==> src/rtl/mem_port_arbiter_if.sv <==
// rtl/mem_port_arbiter_if.sv - pipeline/syncram bundle for mem_port_arbiter
// Purpose: carries the IF read port, the data port, the syncram pins and busy
//   between the arbiter and its surroundings.
// Modports:
//   slave  - arbiter side: takes requests and ram_dout, drives grants, responses,
//            ram_* pins and busy.
//   master - environment side (pipeline stages plus syncram): the mirror image.
interface mem_port_arbiter_if #(
  parameter int AW = 32,
  parameter int DW = 32
);
  logic          if_req;
  logic [AW-1:0] if_addr;
  logic          if_gnt;
  logic          if_rvalid;
  logic [DW-1:0] if_rdata;

  logic          d_req;
  logic          d_we;
  logic [AW-1:0] d_addr;
  logic [DW-1:0] d_wdata;
  logic          d_gnt;
  logic          d_ack;
  logic [DW-1:0] d_rdata;

  logic          ram_cs;
  logic          ram_oe;
  logic          ram_we;
  logic [AW-1:0] ram_addr;
  logic [DW-1:0] ram_din;
  logic [DW-1:0] ram_dout;

  logic          busy;

  modport slave (
    input  if_req, if_addr, d_req, d_we, d_addr, d_wdata, ram_dout,
    output if_gnt, if_rvalid, if_rdata, d_gnt, d_ack, d_rdata,
           ram_cs, ram_oe, ram_we, ram_addr, ram_din, busy
  );

  modport master (
    output if_req, if_addr, d_req, d_we, d_addr, d_wdata, ram_dout,
    input  if_gnt, if_rvalid, if_rdata, d_gnt, d_ack, d_rdata,
           ram_cs, ram_oe, ram_we, ram_addr, ram_din, busy
  );
endinterface

==> src/rtl/mem_port_arbiter.sv <==
// rtl/mem_port_arbiter.sv - shares one syncram between the IF and data ports
// Purpose: arbitrates the instruction-fetch read port and the data port onto a
//   single syncram. One access every 3 cycles (IDLE -> ACC -> RSP). All syncram
//   pins and all responses are driven from registers.
// Ports:
//   clk   - clock, all state changes on posedge
//   rst_n - asynchronous active-low reset
//   bus   - mem_port_arbiter_if.slave: if_* read port, d_* data port,
//           ram_* syncram pins, busy (state != IDLE)
// Configuration macro: MEM_ARB_RR_EN
//   defined   - round-robin on contention (the port that lost last time wins)
//   undefined - data port has priority; IF is forced through after STARVE_MAX
//               consecutive contended losses
module mem_port_arbiter #(
  parameter int AW         = 32,
  parameter int DW         = 32,
  parameter int STARVE_MAX = 4,
  parameter int CNT_W      = 3
) (
  input  logic                clk,
  input  logic                rst_n,
  mem_port_arbiter_if.slave   bus
);

  typedef enum logic [1:0] {IDLE, ACC, RSP} state_t;

  localparam logic [CNT_W-1:0] STARVE_LIM = CNT_W'(STARVE_MAX);
  localparam logic [CNT_W-1:0] CNT_ONE    = CNT_W'(1);

  state_t          state, state_n;
  logic [CNT_W-1:0] starve_q, starve_n;
  logic            cur_if_q, cur_if_n;   // port owning the access in flight
  logic            cur_we_q, cur_we_n;   // access in flight is a write
`ifdef MEM_ARB_RR_EN
  logic            last_win_q, last_win_n;  // 1 = IF won the previous grant
`endif

  logic            if_gnt_q, if_gnt_n;
  logic            d_gnt_q, d_gnt_n;
  logic            if_rvalid_q, if_rvalid_n;
  logic            d_ack_q, d_ack_n;
  logic [DW-1:0]   if_rdata_q, if_rdata_n;
  logic [DW-1:0]   d_rdata_q, d_rdata_n;
  logic            ram_cs_q, ram_cs_n;
  logic            ram_oe_q, ram_oe_n;
  logic            ram_we_q, ram_we_n;
  logic [AW-1:0]   ram_addr_q, ram_addr_n;
  logic [DW-1:0]   ram_din_q, ram_din_n;

  logic            win_if;
  logic            contend;

  always_comb begin
    state_n     = state;
    starve_n    = starve_q;
    cur_if_n    = cur_if_q;
    cur_we_n    = cur_we_q;
`ifdef MEM_ARB_RR_EN
    last_win_n  = last_win_q;
`endif
    // pulses and strobes fall back to 0 unless asserted below
    if_gnt_n    = 1'b0;
    d_gnt_n     = 1'b0;
    if_rvalid_n = 1'b0;
    d_ack_n     = 1'b0;
    ram_cs_n    = 1'b0;
    ram_oe_n    = 1'b0;
    ram_we_n    = 1'b0;
    if_rdata_n  = if_rdata_q;
    d_rdata_n   = d_rdata_q;
    ram_addr_n  = ram_addr_q;
    ram_din_n   = ram_din_q;
    win_if      = 1'b0;
    contend     = bus.if_req && bus.d_req;

    case (state)
      IDLE: begin
        if (bus.if_req || bus.d_req) begin
`ifdef MEM_ARB_RR_EN
          // last_win resets to IF, so the first contended grant goes to d
          win_if   = contend ? !last_win_q : bus.if_req;
          starve_n = '0;
`else
          if (contend) begin
            win_if = (starve_q == STARVE_LIM);
            if (win_if) begin
              starve_n = '0;
            end else if (starve_q != {CNT_W{1'b1}}) begin
              starve_n = starve_q + CNT_ONE;
            end
          end else begin
            win_if = bus.if_req;
          end
`endif
          state_n  = ACC;
          if_gnt_n = win_if;
          d_gnt_n  = !win_if;
          cur_if_n = win_if;
          cur_we_n = !win_if && bus.d_we;
          ram_cs_n = 1'b1;
          ram_we_n = !win_if && bus.d_we;
          ram_oe_n = !(!win_if && bus.d_we);
          ram_addr_n = win_if ? bus.if_addr : bus.d_addr;
          ram_din_n  = win_if ? '0 : bus.d_wdata;
`ifdef MEM_ARB_RR_EN
          last_win_n = win_if;
`endif
        end
      end
      ACC: begin
        // syncram samples the pins on this edge; strobes drop via defaults
        state_n = RSP;
      end
      RSP: begin
        state_n    = IDLE;
        ram_addr_n = '0;
        ram_din_n  = '0;
        if (cur_if_q) begin
          if_rvalid_n = 1'b1;
          if_rdata_n  = bus.ram_dout;
        end else begin
          d_ack_n = 1'b1;
          if (!cur_we_q) d_rdata_n = bus.ram_dout;
        end
      end
      default: state_n = IDLE;
    endcase
  end

  always_ff @(posedge clk or negedge rst_n) begin
    if (!rst_n) begin
      state       <= IDLE;
      starve_q    <= '0;
      cur_if_q    <= 1'b0;
      cur_we_q    <= 1'b0;
`ifdef MEM_ARB_RR_EN
      last_win_q  <= 1'b1;
`endif
      if_gnt_q    <= 1'b0;
      d_gnt_q     <= 1'b0;
      if_rvalid_q <= 1'b0;
      d_ack_q     <= 1'b0;
      if_rdata_q  <= '0;
      d_rdata_q   <= '0;
      ram_cs_q    <= 1'b0;
      ram_oe_q    <= 1'b0;
      ram_we_q    <= 1'b0;
      ram_addr_q  <= '0;
      ram_din_q   <= '0;
    end else begin
      state       <= state_n;
      starve_q    <= starve_n;
      cur_if_q    <= cur_if_n;
      cur_we_q    <= cur_we_n;
`ifdef MEM_ARB_RR_EN
      last_win_q  <= last_win_n;
`endif
      if_gnt_q    <= if_gnt_n;
      d_gnt_q     <= d_gnt_n;
      if_rvalid_q <= if_rvalid_n;
      d_ack_q     <= d_ack_n;
      if_rdata_q  <= if_rdata_n;
      d_rdata_q   <= d_rdata_n;
      ram_cs_q    <= ram_cs_n;
      ram_oe_q    <= ram_oe_n;
      ram_we_q    <= ram_we_n;
      ram_addr_q  <= ram_addr_n;
      ram_din_q   <= ram_din_n;
    end
  end

  assign bus.if_gnt    = if_gnt_q;
  assign bus.if_rvalid = if_rvalid_q;
  assign bus.if_rdata  = if_rdata_q;
  assign bus.d_gnt     = d_gnt_q;
  assign bus.d_ack     = d_ack_q;
  assign bus.d_rdata   = d_rdata_q;
  assign bus.ram_cs    = ram_cs_q;
  assign bus.ram_oe    = ram_oe_q;
  assign bus.ram_we    = ram_we_q;
  assign bus.ram_addr  = ram_addr_q;
  assign bus.ram_din   = ram_din_q;
  assign bus.busy      = (state != IDLE);

endmodule

==> src/flat_wrapper.sv <==
// flat-port wrapper written by rule: the top's interface ports become plain ports
module mem_port_arbiter_flat 
#(
  parameter int AW         = 32,
  parameter int DW         = 32,
  parameter int STARVE_MAX = 4,
  parameter int CNT_W      = 3
)
  (clk, rst_n, bus_if_req, bus_if_addr, bus_d_req, bus_d_we, bus_d_addr, bus_d_wdata, bus_ram_dout, bus_if_gnt, bus_if_rvalid, bus_if_rdata, bus_d_gnt, bus_d_ack, bus_d_rdata, bus_ram_cs, bus_ram_oe, bus_ram_we, bus_ram_addr, bus_ram_din, bus_busy);
  mem_port_arbiter_if #(.AW(AW), .DW(DW)) bus_i ();
  input  logic clk;
  input  logic rst_n;
  input wire logic [$bits(bus_i.if_req)-1:0] bus_if_req;
  input wire logic [$bits(bus_i.if_addr)-1:0] bus_if_addr;
  input wire logic [$bits(bus_i.d_req)-1:0] bus_d_req;
  input wire logic [$bits(bus_i.d_we)-1:0] bus_d_we;
  input wire logic [$bits(bus_i.d_addr)-1:0] bus_d_addr;
  input wire logic [$bits(bus_i.d_wdata)-1:0] bus_d_wdata;
  input wire logic [$bits(bus_i.ram_dout)-1:0] bus_ram_dout;
  output wire logic [$bits(bus_i.if_gnt)-1:0] bus_if_gnt;
  output wire logic [$bits(bus_i.if_rvalid)-1:0] bus_if_rvalid;
  output wire logic [$bits(bus_i.if_rdata)-1:0] bus_if_rdata;
  output wire logic [$bits(bus_i.d_gnt)-1:0] bus_d_gnt;
  output wire logic [$bits(bus_i.d_ack)-1:0] bus_d_ack;
  output wire logic [$bits(bus_i.d_rdata)-1:0] bus_d_rdata;
  output wire logic [$bits(bus_i.ram_cs)-1:0] bus_ram_cs;
  output wire logic [$bits(bus_i.ram_oe)-1:0] bus_ram_oe;
  output wire logic [$bits(bus_i.ram_we)-1:0] bus_ram_we;
  output wire logic [$bits(bus_i.ram_addr)-1:0] bus_ram_addr;
  output wire logic [$bits(bus_i.ram_din)-1:0] bus_ram_din;
  output wire logic [$bits(bus_i.busy)-1:0] bus_busy;
  assign bus_i.if_req = bus_if_req;
  assign bus_i.if_addr = bus_if_addr;
  assign bus_i.d_req = bus_d_req;
  assign bus_i.d_we = bus_d_we;
  assign bus_i.d_addr = bus_d_addr;
  assign bus_i.d_wdata = bus_d_wdata;
  assign bus_i.ram_dout = bus_ram_dout;
  assign bus_if_gnt = bus_i.if_gnt;
  assign bus_if_rvalid = bus_i.if_rvalid;
  assign bus_if_rdata = bus_i.if_rdata;
  assign bus_d_gnt = bus_i.d_gnt;
  assign bus_d_ack = bus_i.d_ack;
  assign bus_d_rdata = bus_i.d_rdata;
  assign bus_ram_cs = bus_i.ram_cs;
  assign bus_ram_oe = bus_i.ram_oe;
  assign bus_ram_we = bus_i.ram_we;
  assign bus_ram_addr = bus_i.ram_addr;
  assign bus_ram_din = bus_i.ram_din;
  assign bus_busy = bus_i.busy;
  mem_port_arbiter #(.AW(AW), .DW(DW), .STARVE_MAX(STARVE_MAX), .CNT_W(CNT_W)) u_core (.clk(clk), .rst_n(rst_n), .bus(bus_i));
endmodule
==> config.mk <==
export PLATFORM = sky130hd
export DESIGN_NAME = mem_port_arbiter_flat
export DESIGN_NICKNAME = d
export VERILOG_FILES = /design/src/rtl/mem_port_arbiter_if.sv /design/src/rtl/mem_port_arbiter.sv /design/src/flat_wrapper.sv
export SDC_FILE = /design/constraint.sdc
export NUM_CORES = 1
export LEC_CHECK = 0
export ABC_CLOCK_PERIOD_IN_PS = 1500
export CAP_MARGIN = 20
export CORE_MARGIN = 4
export CORE_UTILIZATION = 37
export CTS_CLUSTER_SIZE = 14
export DETAILED_ROUTE_END_ITERATION = 10
export PLACE_DENSITY = 0.73
export SLEW_MARGIN = 0
export SYNTH_ARGS = -nofsm -noshare
export SYNTH_HDL_FRONTEND = slang
export SYNTH_SLANG_ARGS = --single-unit
==> constraint.sdc <==
create_clock -name clk -period 1.5 [get_ports clk]
set_input_delay 0.3 -clock clk [delete_from_list [all_inputs] [get_ports clk]]
set_output_delay 0.3 -clock clk [all_outputs]
set_load 0.02 [all_outputs]
==> metrics.md <==
| Metric | Value |
|---|---|
| Most frequent cell after synthesis | `sky130_fd_sc_hd__dfrtp_1` |
| DRC viols | `0` |
| Static Leak | `4.824 nW` |
| Number of vias in the routed layout | `about 4.5k` |
| Number of synthesis warnings | `0` |
| Maximum Capacitance Violations | `0` |
| Pin count of the biggest net entering global routing | `43` |
| Port buffer count | `268` |
| Worst path required time | `1.78 ns` |
| Maximum fanout along the worst path | `7` |
| Synth Net Count | `504` |
| Post-route standard cell area excluding fillers | `10060 sq um` |
| TritonCTS clock tree | `yes` |
| Total inserted antenna cells | `0` |
| Core Rows | `45` |
| Routed vias/inst | `5.031` |
| Grt ovf | `0` |
| I/O pin count | `~270` |
| Placed instance area | `8767 sq um` |
| CORE AREA | `between 15000 and 20000 sq um` |
| Fillcell total | `1107` |
| Arrival time at the worst endpoint | `approximately 1.9 ns` |
| Violations in the final reports | `setup timing` |
| Layout net count | `about 810` |
| Initial core utilization | `between 30% and 40%` |
| Total half-perimeter wirelength after legalization and detailed placement | `11.45 mm` |
| Min Tclk post-route | `roughly 1.6 ns` |
| Sequential Area | `3556 sq um` |
| Reg-to-reg slack, setup | `-0.13 ns` |
| Share of Yosys cell area claimed by the top area cell type | `61.66%` |
| Total wire length | `18.39 mm` |
| Setup Viol. Count Final | `93` |
| Measured slew at the worst slew-check pin | `0.4135 ns` |
| IR Drop Worst-Case VDD | `1.223 mV` |
| GRT Overall Usage | `19.79%` |
| Drt first-iter violations | `148` |
| Max-slew violation count | `0` |
| Share of synthesized flip-flops with an asynchronous set or reset | `100.0%` |
| Setup skew after layout | `0.009705 ns` |
| PwrDens | `about 2200 nW/um^2` |
| Main flop type after synthesis | `sky130_fd_sc_hd__dfrtp_1` |
| Maximum buffer depth of the clock tree | `2` |
| Final Hold Fails | `0` |
| Area taken by multi-input logic gates | `2276 sq um` |
| Initial antenna violation count | `0` |
| Cell at the root of the clock tree | `sky130_fd_sc_hd__clkbuf_16` |
| Sequential-to-total area share from yosys stat | `61.66%` |
| Number of global-route vias before repair | `4926` |
| Pwr Total | `22.27 mW` |
| Critical path launch point type | `register` |
| H-tree depth | `4` |
| Clock input transition at the sequential cells of the worst setup and hold paths | `around 0.060 ns` |
| Area growth, synth to finish | `74.49%` |
| Detail Route Antenna Nets | `0` |
| Global-route wire length before repair | `27.45 mm` |
| Flip-flop and latch count after synthesis | `142` |
| Element type at the critical path end | `register` |
| Top cells by instance count after synthesis | `sky130_fd_sc_hd__dfrtp_1, sky130_fd_sc_hd__mux2_2, sky130_fd_sc_hd__a22o_1, sky130_fd_sc_hd__a221o_1` |
| Mapped Area | `5763 sq um` |
| Period utilization | `108.9%` |
| Run status | `finished, violations left` |
| Number of CTS-inserted buffers | `17` |
| Unrepaired setup endpoints after global routing | `yes` |
| Count of mapped cells out of synthesis | `368` |
| Critical path class | `reg -> reg` |
| Synth Area per Inst | `15.66 sq um` |
| Routed wire length per instance | `20.41 um` |
| Number of synthesized flops with an enable pin | `0` |
| Min-delay worst type | `in -> async` |
| FMAX | `0.6121 GHz` |
| Area enclosed by the die boundary | `about 18000 sq um` |
| Floorplan die height | `132.8 um` |
| Latest clock arrival within the worst-skew pair | `0.41 ns` |
| Worst setup margin | `-0.1336 ns` |
| X dimension of the die | `132.8 um` |
| Number of cells on the worst reg-to-reg path | `5` |
| Global placer's final weighted congestion | `between 0.7 and 0.8` |
| Clock tree sinks | `142` |
| Share of cells above drive strength 1 | `~29%` |
| Max_slew headroom | `72.43%` |
| Number of search-and-repair iterations in the first detailed-routing pass | `4` |
| Dominant cells by area after synthesis | `sky130_fd_sc_hd__dfrtp_1, sky130_fd_sc_hd__mux2_2, sky130_fd_sc_hd__nor3b_2, sky130_fd_sc_hd__mux2_1, sky130_fd_sc_hd__a221o_1` |
| Most area-hungry cell type in the Yosys netlist | `sky130_fd_sc_hd__dfrtp_1` |
| Post-synth cell types | `37` |
## where the power goes
part | internal, mW | total, mW | switching [mW]
combinational | 5.80 | 11.3 | 5.53
clock | 2.64 | 4.27 | 1.63
sequential | 5.64 | 6.67 | 1.03
total | 14.1 | 22.3 | 8.19
## logic make-up (layout without fill, tap and decap cells)
logic type / count (synthesis) / count (layout) / share of synthesized area, %
fa+ha+maj: 3 / 3 / 0.6514
flops: 142 / 142 / 61.66
compound gates: 74 / 74 / 11.79
buf+inv: 35 / 357 / 4.603
mux: 64 / 64 / 12.51
simple gates: 50 / 50 / 8.793
## layout by cell type, fill, tap and decap left out, types with 2 or more instances in the layout
cell                              netlist  final
sky130_fd_sc_hd__dfrtp_1              142    140
sky130_fd_sc_hd__dlygate4sd2_1          0    134
sky130_fd_sc_hd__clkdlybuf4s50_1        0    131
sky130_fd_sc_hd__mux2_4                 0     64
sky130_fd_sc_hd__a22o_1                33     33
sky130_fd_sc_hd__a221o_1               32     32
sky130_fd_sc_hd__nor3b_2               30     31
sky130_fd_sc_hd__clkbuf_16              0     22
sky130_fd_sc_hd__buf_4                  5     14
sky130_fd_sc_hd__buf_6                  7     12
sky130_fd_sc_hd__buf_12                 3     11
sky130_fd_sc_hd__buf_16                 0      7
sky130_fd_sc_hd__clkbuf_8               0      4
sky130_fd_sc_hd__inv_2                  0      3
sky130_fd_sc_hd__inv_1                  6      3
sky130_fd_sc_hd__a21o_1                 3      3
sky130_fd_sc_hd__inv_6                  0      3
sky130_fd_sc_hd__buf_8                  0      3
sky130_fd_sc_hd__clkinvlp_4             0      2
sky130_fd_sc_hd__clkinv_4               0      2
sky130_fd_sc_hd__clkinv_2               0      2
sky130_fd_sc_hd__bufinv_16              0      2
sky130_fd_sc_hd__dfrtp_2                0      2
## worst max-delay path, stage by stage, from the launching register on
cell and delay [ns]:
sky130_fd_sc_hd__dfrtp_2 0.43, sky130_fd_sc_hd__buf_12 0.14, sky130_fd_sc_hd__buf_6 0.11, sky130_fd_sc_hd__or2_4 0.33
sky130_fd_sc_hd__buf_12 0.18, sky130_fd_sc_hd__a221o_1 0.32
## timing repair
item | 4_1_cts | 5_1_grt
pin swaps | 1 | 8
buffers inserted | 8 | 6
hold buffers | 1 | 0
cloned | 9 | 6
endpoints found under the hold margin | 37 | 0
endpoints found under the setup margin | 212 | 134
gates resized for setup | 202 | 53
## sequential cells by signal, summed over array words and instances (netlist names)
register / cells
u_core.bus.d_rdata: 32
u_core.bus.if_rdata: 32
u_core.bus.ram_addr: 32
u_core.bus.ram_din: 32
u_core.starve_q: 3
u_core.state: 2
u_core.bus.d_ack: 1
u_core.bus.d_gnt: 1
u_core.bus.if_gnt: 1
u_core.bus.if_rvalid: 1
u_core.bus.ram_cs: 1
u_core.bus.ram_oe: 1
u_core.bus.ram_we: 1
u_core.cur_if_q: 1
u_core.cur_we_q: 1
## through the flow
stage                     util (%)  instances  hold slack, ns  TNS, ns  setup slack, ns
after detailed placement     57.46        842          0.2505   -23.98          -0.4588
after global routing         65.90        901          0.4032   -10.86          -0.1702
final                        65.90        901          0.3831   -5.737          -0.1336
after global placement       57.46        842          0.2466   -22.34          -0.4086
after CTS                    63.83        892          0.3795   -9.358          -0.1532
after floorplan                  -        368        0.004409   -1.153         -0.03103
## layer usage
metal	GRT usage, %	up-vias	routed length (um)
met4	7.448	0	415
met5	0	-	0
met1	24.65	2255	7719
met2	31.66	236	8947
li1	-	2008	-
met3	7.148	34	1305
## worst paths after layout
| kind | from | endpoint |
|---|---|---|
| max | u_core.state[0]$_DFFE_PN0P_ | u_core.bus.ram_addr[3]$_DFFE_PN0P_ |
| min | rst_n | u_core.bus.d_rdata[12]$_DFFE_PN0P_ |
| max reg2reg | u_core.state[0]$_DFFE_PN0P_ | u_core.bus.ram_addr[3]$_DFFE_PN0P_ |
| min reg2reg | u_core.cur_if_q$_DFFE_PN0P_ | u_core.bus.d_ack$_DFF_PN0_ |
| max in group asynchronous | rst_n | u_core.bus.if_rdata[22]$_DFFE_PN0P_ |
| min in group clk | u_core.cur_if_q$_DFFE_PN0P_ | u_core.bus.d_ack$_DFF_PN0_ |
## cell type report
class	count	area share, %
Clock inverter	11	1.282
Clock buffer	21	4.778
Multi-Input combinational cell	191	22.63
Inverter	6	0.2240
Sequential cell	142	35.36
Tap cell	211	2.625
Timing Repair Buffer	319	33.10
(Power assumes the default switching activity.)
